### src/rtl/program_sequencer.sv
// program_sequencer: program memory, timestep strobe generator and PC
// sequencing that feeds the 10-bit processor controller.
module program_sequencer #(
    parameter int IW       = 10,
    parameter int DEPTH    = 16,
    parameter int AW       = 4,
    parameter int STEP_DIV = 4
) (
    input  logic          CLK50M,
    input  logic          RSTb,
    input  logic [IW-1:0] DIN,
    input  logic          LOAD,
    input  logic          PCLR,
    input  logic          RUN,
    input  logic          STEP,
    input  logic          DONE,
    output logic [IW-1:0] IR,
    output logic          TSTEP,
    output logic [AW-1:0] PC,
    output logic [AW:0]   LEN,
    output logic [1:0]    STATE,
    output logic          HALTED,
    output logic          FULL,
    output logic          ERR
);

    localparam int DW     = $clog2(STEP_DIV);
    localparam int MAX_TS = 4;

    typedef enum logic [1:0] {
        HALT  = 2'd0,
        FETCH = 2'd1,
        EXEC  = 2'd2,
        NEXT  = 2'd3
    } state_e;

    state_e         state_q, state_d;
    logic [IW-1:0]  mem_q [DEPTH];
    logic [IW-1:0]  ir_q, ir_d;
    logic           tstep_q, tstep_d;
    logic [AW-1:0]  pc_q, pc_d;
    logic [AW:0]    len_q, len_d;
    logic           err_q, err_d;
    logic           sstep_q, sstep_d;
    logic [DW-1:0]  div_q, div_d;
    logic [2:0]     cnt_q, cnt_d;
    logic           mem_we;
    logic           full;
    logic           last_div;
    logic [AW:0]    pc_inc;

    assign full     = (len_q == (AW+1)'(DEPTH));
    assign last_div = (div_q == DW'(STEP_DIV - 1));
    assign pc_inc   = {1'b0, pc_q} + (AW+1)'(1);

    // Next-state logic: program editing in HALT, fetch/exec/advance otherwise
    always_comb begin
        state_d = state_q;
        ir_d    = ir_q;
        pc_d    = pc_q;
        len_d   = len_q;
        err_d   = err_q;
        sstep_d = sstep_q;
        div_d   = div_q;
        cnt_d   = cnt_q;
        mem_we  = 1'b0;
        unique case (state_q)
            HALT: begin
                if (PCLR) begin
                    len_d = '0;
                    pc_d  = '0;
                    err_d = 1'b0;
                end else if (LOAD && !full) begin
                    mem_we = 1'b1;
                    len_d  = len_q + (AW+1)'(1);
                end
                // A clear in the same cycle empties the program, so no start
                if ((RUN || STEP) && len_q != '0 && !PCLR) begin
                    state_d = FETCH;
                    sstep_d = !RUN;
                end
            end
            FETCH: begin
                ir_d    = mem_q[pc_q];
                div_d   = '0;
                cnt_d   = '0;
                state_d = EXEC;
            end
            EXEC: begin
                if (last_div) begin
                    div_d = '0;
                    cnt_d = cnt_q + 3'd1;
                    if (DONE) begin
                        state_d = NEXT;
                    end else if (cnt_q == 3'(MAX_TS - 1)) begin
                        err_d   = 1'b1;
                        state_d = HALT;
                    end
                end else begin
                    div_d = div_q + DW'(1);
                end
            end
            NEXT: begin
                pc_d    = (pc_inc == len_q) ? '0 : pc_inc[AW-1:0];
                state_d = (RUN && !sstep_q) ? FETCH : HALT;
            end
            default: state_d = HALT;
        endcase
        // Strobe is registered: raised for the cycle the divider sits at its top
        tstep_d = (state_d == EXEC) && (div_d == DW'(STEP_DIV - 1));
    end

    // Control and datapath registers
    always_ff @(posedge CLK50M or negedge RSTb) begin
        if (!RSTb) begin
            state_q <= HALT;
            ir_q    <= '0;
            tstep_q <= 1'b0;
            pc_q    <= '0;
            len_q   <= '0;
            err_q   <= 1'b0;
            sstep_q <= 1'b0;
            div_q   <= '0;
            cnt_q   <= '0;
        end else begin
            state_q <= state_d;
            ir_q    <= ir_d;
            tstep_q <= tstep_d;
            pc_q    <= pc_d;
            len_q   <= len_d;
            err_q   <= err_d;
            sstep_q <= sstep_d;
            div_q   <= div_d;
            cnt_q   <= cnt_d;
        end
    end

    // Program memory write port; contents need no reset
    always_ff @(posedge CLK50M) begin
        if (mem_we) begin
            mem_q[len_q[AW-1:0]] <= DIN;
        end
    end

    assign IR     = ir_q;
    assign TSTEP  = tstep_q;
    assign PC     = pc_q;
    assign LEN    = len_q;
    assign STATE  = state_q;
    assign HALTED = (state_q == HALT);
    assign FULL   = full;
    assign ERR    = err_q;

endmodule

### config.mk
export PLATFORM = sky130hd
export DESIGN_NAME = program_sequencer
export DESIGN_NICKNAME = d
export VERILOG_FILES = /design/src/rtl/program_sequencer.sv
export SDC_FILE = /design/constraint.sdc
export NUM_CORES = 1
export LEC_CHECK = 0
export ABC_CLOCK_PERIOD_IN_PS = 3700
export CORE_ASPECT_RATIO = 1.4
export CORE_MARGIN = 2
export CORE_UTILIZATION = 40
export CTS_CLUSTER_DIAMETER = 100
export DETAILED_ROUTE_END_ITERATION = 16
export DONT_BUFFER_PORTS = 1
export GPL_TIMING_DRIVEN = 0
export SYNTH_ARGS = -nofsm -noshare
export SYNTH_HDL_FRONTEND = slang
export SYNTH_SLANG_ARGS = --single-unit
### constraint.sdc
create_clock -name CLK50M -period 3.7 [get_ports CLK50M]
set_clock_uncertainty 0.05 [all_clocks]
set_input_delay 0.74 -clock CLK50M [delete_from_list [all_inputs] [get_ports CLK50M]]
set_output_delay 0.74 -clock CLK50M [all_outputs]
set_load 0.02 [all_outputs]
==> results of run 1 <==
power by group through the flow:
stage          Clock (mW)  Sequential (mW)  Combinational (mW)
3_3_place_gp            0             2.69               0.881
5_1_grt              1.98             2.66                1.00
2_1_floorplan           0             2.65               0.711
6_report             1.87             2.65               0.918
4_1_cts              1.90             2.65               0.921
3_5_place_dp            0             2.70               0.905
synthesized netlist by cell type (6+ instances only):
master	count
o21ai_0	15
o22ai_1	14
nor2_1	17
nand2_1	13
dfrtp_1	29
a21oi_1	11
and2_1	13
nor3_1	10
a22o_1	6
mux4_2	13
o21bai_1	8
mux4_1	11
buf_2	11
ha_1	12
and3_1	6
edfxtp_1	160
clkbuf_1	7
inv_1	11
mux2_2	27
mux2i_1	21
per-stage QoR:
| stage | power (mW) | util (%) | area [um^2] | setup slack [ns] |
|---|---|---|---|---|
| 4_1_cts | 5.48 | 45.1 | 8880 | 0.599 |
| 3_3_place_gp | 3.57 | 41.9 | 8250 | 0.747 |
| 6_report | 5.44 | 45.1 | 8880 | 0.577 |
| 2_1_floorplan | 3.36 | - | 7940 | 1.34 |
| 3_5_place_dp | 3.60 | 41.9 | 8250 | 0.627 |
| 5_1_grt | 5.65 | 45.1 | 8880 | 0.424 |
layout by cell type (no fill, tap or decap), drive strengths merged, types with 2 or more instances in the layout:
| cell type | n |
|---|---|
| edfxtp | 160 |
| dfrtp | 29 |
| mux2 | 27 |
| clkbuf | 24 |
| mux4 | 24 |
| mux2i | 21 |
| o21ai | 19 |
| o22ai | 19 |
| buf | 19 |
| inv | 18 |
| nor2 | 17 |
| nand2 | 13 |
| and2 | 13 |
| ha | 12 |
| a21oi | 11 |
| nor3 | 10 |
| o21bai | 8 |
| a22o | 6 |
| and3 | 6 |
| clkinv | 6 |
| xnor2 | 5 |
| nand3 | 4 |
| nor3b | 4 |
| a31oi | 4 |
| nand2b | 4 |
| xor2 | 3 |
| a311oi | 2 |
| nor2b | 2 |
| bufinv | 2 |
layer usage:
layer	track usage (%)	vias up	part of all wire [%]
met2	31.4	99	54
met4	6.57	0	2.0
met3	4.50	26	4.6
met5	0	-	0
li1	-	1881	-
met1	20.1	2114	40
registers in the layout (all words and copies together), names as in the netlist:
register and flops:
sstep_q 1, IR 10, ERR 1, LEN 5
TSTEP 1, STATE 2, mem_q 160, PC 4
cnt_q 3, div_q 2
logic make-up after synthesis:
kind of cell | after synthesis | share of synthesized area [%]
compound gates | 75 | 6.37
xor+xnor | 8 | 0.883
fa+ha+maj | 12 | 1.89
buf+inv | 36 | 2.44
flops | 189 | 69.7
mux | 72 | 13.8
simple gates | 76 | 4.93
worst paths after layout:
| path | startpoint | depth (start not counted) | slack, ns | end |
|---|---|---|---|---|
| min | RSTb | 1 | 0.08 | cnt_q[0] |
| max in group asynchronous | RSTb | 1 | 3.34 | IR[8] |
| min in group CLK50M | RUN | 1 | 0.34 | sstep_q |
| min reg2reg | cnt_q[1] | 1 | 0.48 | cnt_q[1] |
| max reg2reg | STATE[0] | 6 | 0.58 | mem_q[2][0] |
| max | STATE[0] | 6 | 0.58 | mem_q[2][0] |
what timing repair did:
action	CTS	global route
hold buffers	1	0
hold endpoints to repair	29	0
setup endpoints to repair	0	0
setup buffers	0	0
critical path, cell delays in order (launching register included):
cell and delay (ns):
dfrtp_1 0.51, inv_1 0.14, ha_1 0.31, buf_2 0.26, nand3b_1 0.20, a31oi_1 0.59, and3_1 0.68
area by class of cell:
class	count	area [um^2]
Tap cell	252	315
Buffer	25	153
Timing Repair Buffer	1	20.0
Multi-Input combinational cell	243	2210
Inverter	11	41.3
Clock buffer	17	425
Clock inverter	15	178
Sequential cell	189	5530
Fill cell	1722	10800
==> results by group, run 1 <==
Status
  – Status: completed

Flow run
  – Maxcap violations: 0

Placed design
  – Placed cells: a little over 700
  – Number of port buffers: 0
  – Routability Congestion: approximately 0.81
  – Post-DP HPWL: 11600 um

Timing
  – Max frequency: approximately 320 MHz
  – Hold_ws: 0.0801 ns
  – Setup violations, final: 0
  – Slew headroom: a little under half
  – Final hold violations: 0
  – Worst slew pin tran: 0.794 ns
  – Minimum clock period: roughly 3.1 ns
  – Slew Viols, Final: 0
  – Total negative setup slack: 0 ns
  – Tcrit/Tclk final: roughly 84%
  – RSZ-0062 raised after global routing: no

Synth
  – Seq cells post-synth: roughly 190
  – Yosys Warn Count: 0
  – Mapped Cells: 468
  – Synth top area cells: edfxtp_1 61%, dfrtp_1 9.1%, mux2_2 3.8%, mux4_2 3.7%, mux4_1 3.6%
  – Leading area contributor after synthesis: edfxtp_1
  – Ys flop type: edfxtp_1
  – Seq/Total Area, Yosys: 69.7%
  – Library cells used by synthesis: 43
  – Area share of the largest cell type after synthesis: about three fifths
  – Synthesized area per cell: about 17 um^2
  – Fraction of registers with async set/reset: between 10% and 20%
  – Mapped Nets: between 400 and 500
  – Post-Syn Area: 7940 um^2
  – Number of synthesized flops with an enable pin: 160

CTS
  – Skew-Pair Late Insertion Delay: 0.43 ns
  – PostCTS Resize Cnt: 0
  – Clock root buffer: clkbuf_16
  – Number of CTS-inserted buffers: 17
  – H-Tree Depth: 4
  – Clk slew on worst S/H paths: 0.07 ns
  – Bufs on Longest Clock Path: 2
  – CTS tree: built
  – Clock Sinks: around 190

Power and ir drop
  – Combinational group share of total power: about 17%
  – Clock share of power: approximately a third
  – Pwr dens: 612 nW/um^2
  – Switching part of the total: between 20% and 30%
  – Worst vdd ir: around 0.00032 V
  – Switching pwr: 1.56 mW
  – P_leak: about 3.0 nW
  – Pint: approximately 3.9 mW
  – Reg power frac: a little under 50%

Critical path
  – WP data required: roughly 3.7 ns
  – Maximum fanout along the worst path: 10
  – WP data arrival: roughly 3.1 ns
  – Type of origin of the critical path: register
  – Critical path type: register to register
  – Type of destination of the critical path: register

GRT
  – Initial antenna violation count: 0
  – Largest net degree at the start of global routing: 30
  – First-pass GRT wire length: around 26000 um
  – Grt ovf: 0
  – GRT Total Usage: 17.6%
  – Number of global-route vias before repair: approximately 4400

Floorplan
  – Die area: around 21000 um^2
  – Num rows: 61
  – Core Region: roughly 20000 um^2
  – Top Ports: 42
  – Die width: between 100 and 150 um
  – Chip Height: 171 um
  – Initial Util: between 40% and 50%

Detailed routing
  – Final wirelength: approximately 17000 um
  – Drt via density: 5.47
  – Avg WL per Cell: 23.1 um
  – Vias: 4120
  – Initial DRC count: between 200 and 300
  – DRT antenna net count: 0
  – DR pass1 iterations: 5
  – DRC viols: 0

Final layout
  – Final cell count without fillers: between 700 and 800
  – N_diodes: 0
  – Area Growth Syn to Fin: 11.8%
  – NumNets Final: roughly 520
  – Layout cells sized above 1: 19.2%

Hold path
  – Hold Path Class: input port to asynchronous set/reset pin
Note: power is estimated with default switching activity, not from simulation.
==> run 2: changes to the inputs <==
--- a/config.mk
+++ b/config.mk
@@ -5,7 +5,7 @@
 export SDC_FILE = /design/constraint.sdc
 export NUM_CORES = 1
 export LEC_CHECK = 0
-export ABC_CLOCK_PERIOD_IN_PS = 3700
+export ABC_CLOCK_PERIOD_IN_PS = 2500
 export CORE_ASPECT_RATIO = 1.4
 export CORE_MARGIN = 2
 export CORE_UTILIZATION = 40
==> constraint.sdc (replaced) <==
create_clock -name CLK50M -period 2.5 [get_ports CLK50M]
set_clock_uncertainty 0.05 [all_clocks]
set_input_delay 0.5 -clock CLK50M [delete_from_list [all_inputs] [get_ports CLK50M]]
set_output_delay 0.5 -clock CLK50M [all_outputs]
set_load 0.02 [all_outputs]
==> run 2 against run 1 <==
Effect of this change:
- die area is the same
- via count grew 0.66%
- sequential cell count unchanged
- final cell count grew 0.93%
- sequential share of layout area is 1.0 points lower
- critical path type is now register to primary output
- critical endpoint is now FULL
- design area rose by 1.7%
- worst setup slack lost 0.46 ns
- clock power up 48%
- utilization up 0.79 points
- count of clock-buffer cells in the layout is the same
- first-iteration DRC count increased by 11%
==> results by group, run 2 (synthesized netlist as in run 1, its figures left out) <==
GRT
  – Initial antenna violation count: 0
  – First-pass GRT wire length: 26700 um
  – Largest net degree at the start of global routing: 30
  – Number of global-route vias before repair: approximately 4400
  – Grt ovf: 0
  – GRT Total Usage: roughly 18%

Floorplan
  – Top Ports: between 40 and 50
  – Num rows: roughly 60
  – Chip Height: approximately 170 um
  – Initial Util: 40.3%
  – Die area: about 21000 um^2
  – Core Region: between 15000 and 20000 um^2
  – Die width: roughly 120 um

Critical path
  – Maximum fanout along the worst path: 9
  – Worst Path Buf+Inv: 1
  – WP data required: 1.95 ns
  – Crit path max-delay family: flip-flops
  – Max stage delay on crit path: around 0.55 ns
  – Crit path cell chain: inv_1, ha_2, and3_1
  – Slowest CP cell: dfrtp_1
  – Type of destination of the critical path: primary output
  – WP data arrival: 1.83 ns
  – Critical path type: register to primary output
  – Type of origin of the critical path: register

Detailed routing
  – Drt via density: approximately 5.5
  – Final wirelength: around 18000 um
  – Avg WL per Cell: 23.2 um
  – DR pass1 iterations: 4
  – Vias: ~4100
  – DRT antenna net count: 0
  – DRC viols: 0
  – Initial DRC count: slightly above 300

Timing
  – Worst slew pin tran: between 0.7 and 0.8 ns
  – RSZ-0062 raised after global routing: no
  – Tcrit/Tclk final: between 90% and 100%
  – Minimum clock period: between 2 and 2.5 ns
  – Max frequency: between 400 and 500 MHz
  – Setup violations, final: 0
  – Final hold violations: 0
  – Slew Viols, Final: 0
  – Slew headroom: about half

Final layout
  – N_diodes: 0
  – Max reg flops: 160
  – Fillers: between 1500 and 2000
  – Multi-input logic area: around 2300 um^2
  – Area Growth Syn to Fin: 13.8%
  – Layout cells sized above 1: between 20% and 30%
  – Most common cell after layout, fill and taps aside: edfxtp_1
  – Finished Cell Area: about 9000 um^2
  – Final cell count without fillers: 760
  – Most frequent cells in the layout: 160 x edfxtp_1, 27 x dfrtp_1, 27 x mux2_2
  – Seq. cell area: around 5500 um^2
  – NumNets Final: around 520

Hold path
  – Hold Path Class: input port to register

CTS
  – Number of CTS-inserted buffers: 17
  – H-Tree Depth: 4
  – Clock root buffer: clkbuf_16
  – CTS tree: built
  – Clk slew on worst S/H paths: about 0.070 ns
  – Bufs on Longest Clock Path: 2
  – Clock Sinks: around 190
  – Skew-Pair Late Insertion Delay: ~0.43 ns

Flow run
  – Maxcap violations: 0

Placed design
  – Placed cells: between 700 and 800
  – Number of port buffers: 0
  – Placed Area: 8250 um^2
  – Post-DP HPWL: 11600 um
  – Routability Congestion: just over 0.8

Status
  – Status: completed

Power and ir drop
  – Worst vdd ir: approximately 0.00047 V
  – P_leak: between 3 and 4 nW
  – Pwr dens: 900 nW/um^2
run 2: layer usage:
metal | up-vias | track usage (%) | routed length (um)
met4 | 0 | 6.87 | 426
met5 | - | 0 | 0
met1 | 2126 | 20.4 | 6950
met3 | 27 | 4.40 | 817
met2 | 97 | 31.9 | 9400
li1 | 1897 | - | -
run 2: worst paths after layout:
kind | startpoint | endpoint | slack, ns | depth (start not counted)
worst max-delay path | LEN[0] | FULL | 0.12 | 3
worst min-delay path | RUN | sstep_q | 0.1 | 1
worst max register to register | STATE[0] | mem_q[2][0] | 0.13 | 8
worst min register to register | cnt_q[1] | cnt_q[1] | 0.48 | 1
max in group asynchronous | RSTb | STATE[0] | 1.75 | 2
min in group asynchronous | RSTb | cnt_q[1] | 0.46 | 2
run 2: metrics by stage:
step | hold slack, ns | setup WS (ns) | power (mW) | utilization [%] | setup TNS (ns)
2_1_floorplan | 0.154 | 0.143 | 4.97 | - | 0
3_3_place_gp | 0.155 | -0.453 | 5.29 | 41.9 | -47.83
3_5_place_dp | 0.155 | -0.573 | 5.33 | 41.9 | -63.64
4_1_cts | 0.0807 | 0.0330 | 8.18 | 45.8 | 0
5_1_grt | 0.0876 | 0.0170 | 8.45 | 45.9 | 0
6_report | 0.0981 | 0.115 | 8.12 | 45.9 | 0
run 2: what timing repair did:
action	4_1_cts	5_1_grt
pin swaps	2	0
gates cloned	2	0
hold buffers	2	0
endpoints found under the setup margin	161	135
hold endpoints to repair	29	0
gates resized for setup	38	7
setup buffers	4	0
run 2: layout make-up:
cell class | count | share of cell area (%)
Tap cell | 252 | 3.49
Inverter | 11 | 0.457
Timing Repair Buffer | 6 | 0.665
Multi-Input combinational cell | 245 | 25.7
Sequential cell | 189 | 61.3
Clock buffer | 17 | 4.71
Clock inverter | 15 | 1.97
Buffer | 25 | 1.72
run 2: power breakdown:
group	switching, mW	leakage (nW)	internal (mW)
Combinational	0.775	0.899	0.661
Sequential	0.311	1.81	3.61
Clock	1.26	0.299	1.51
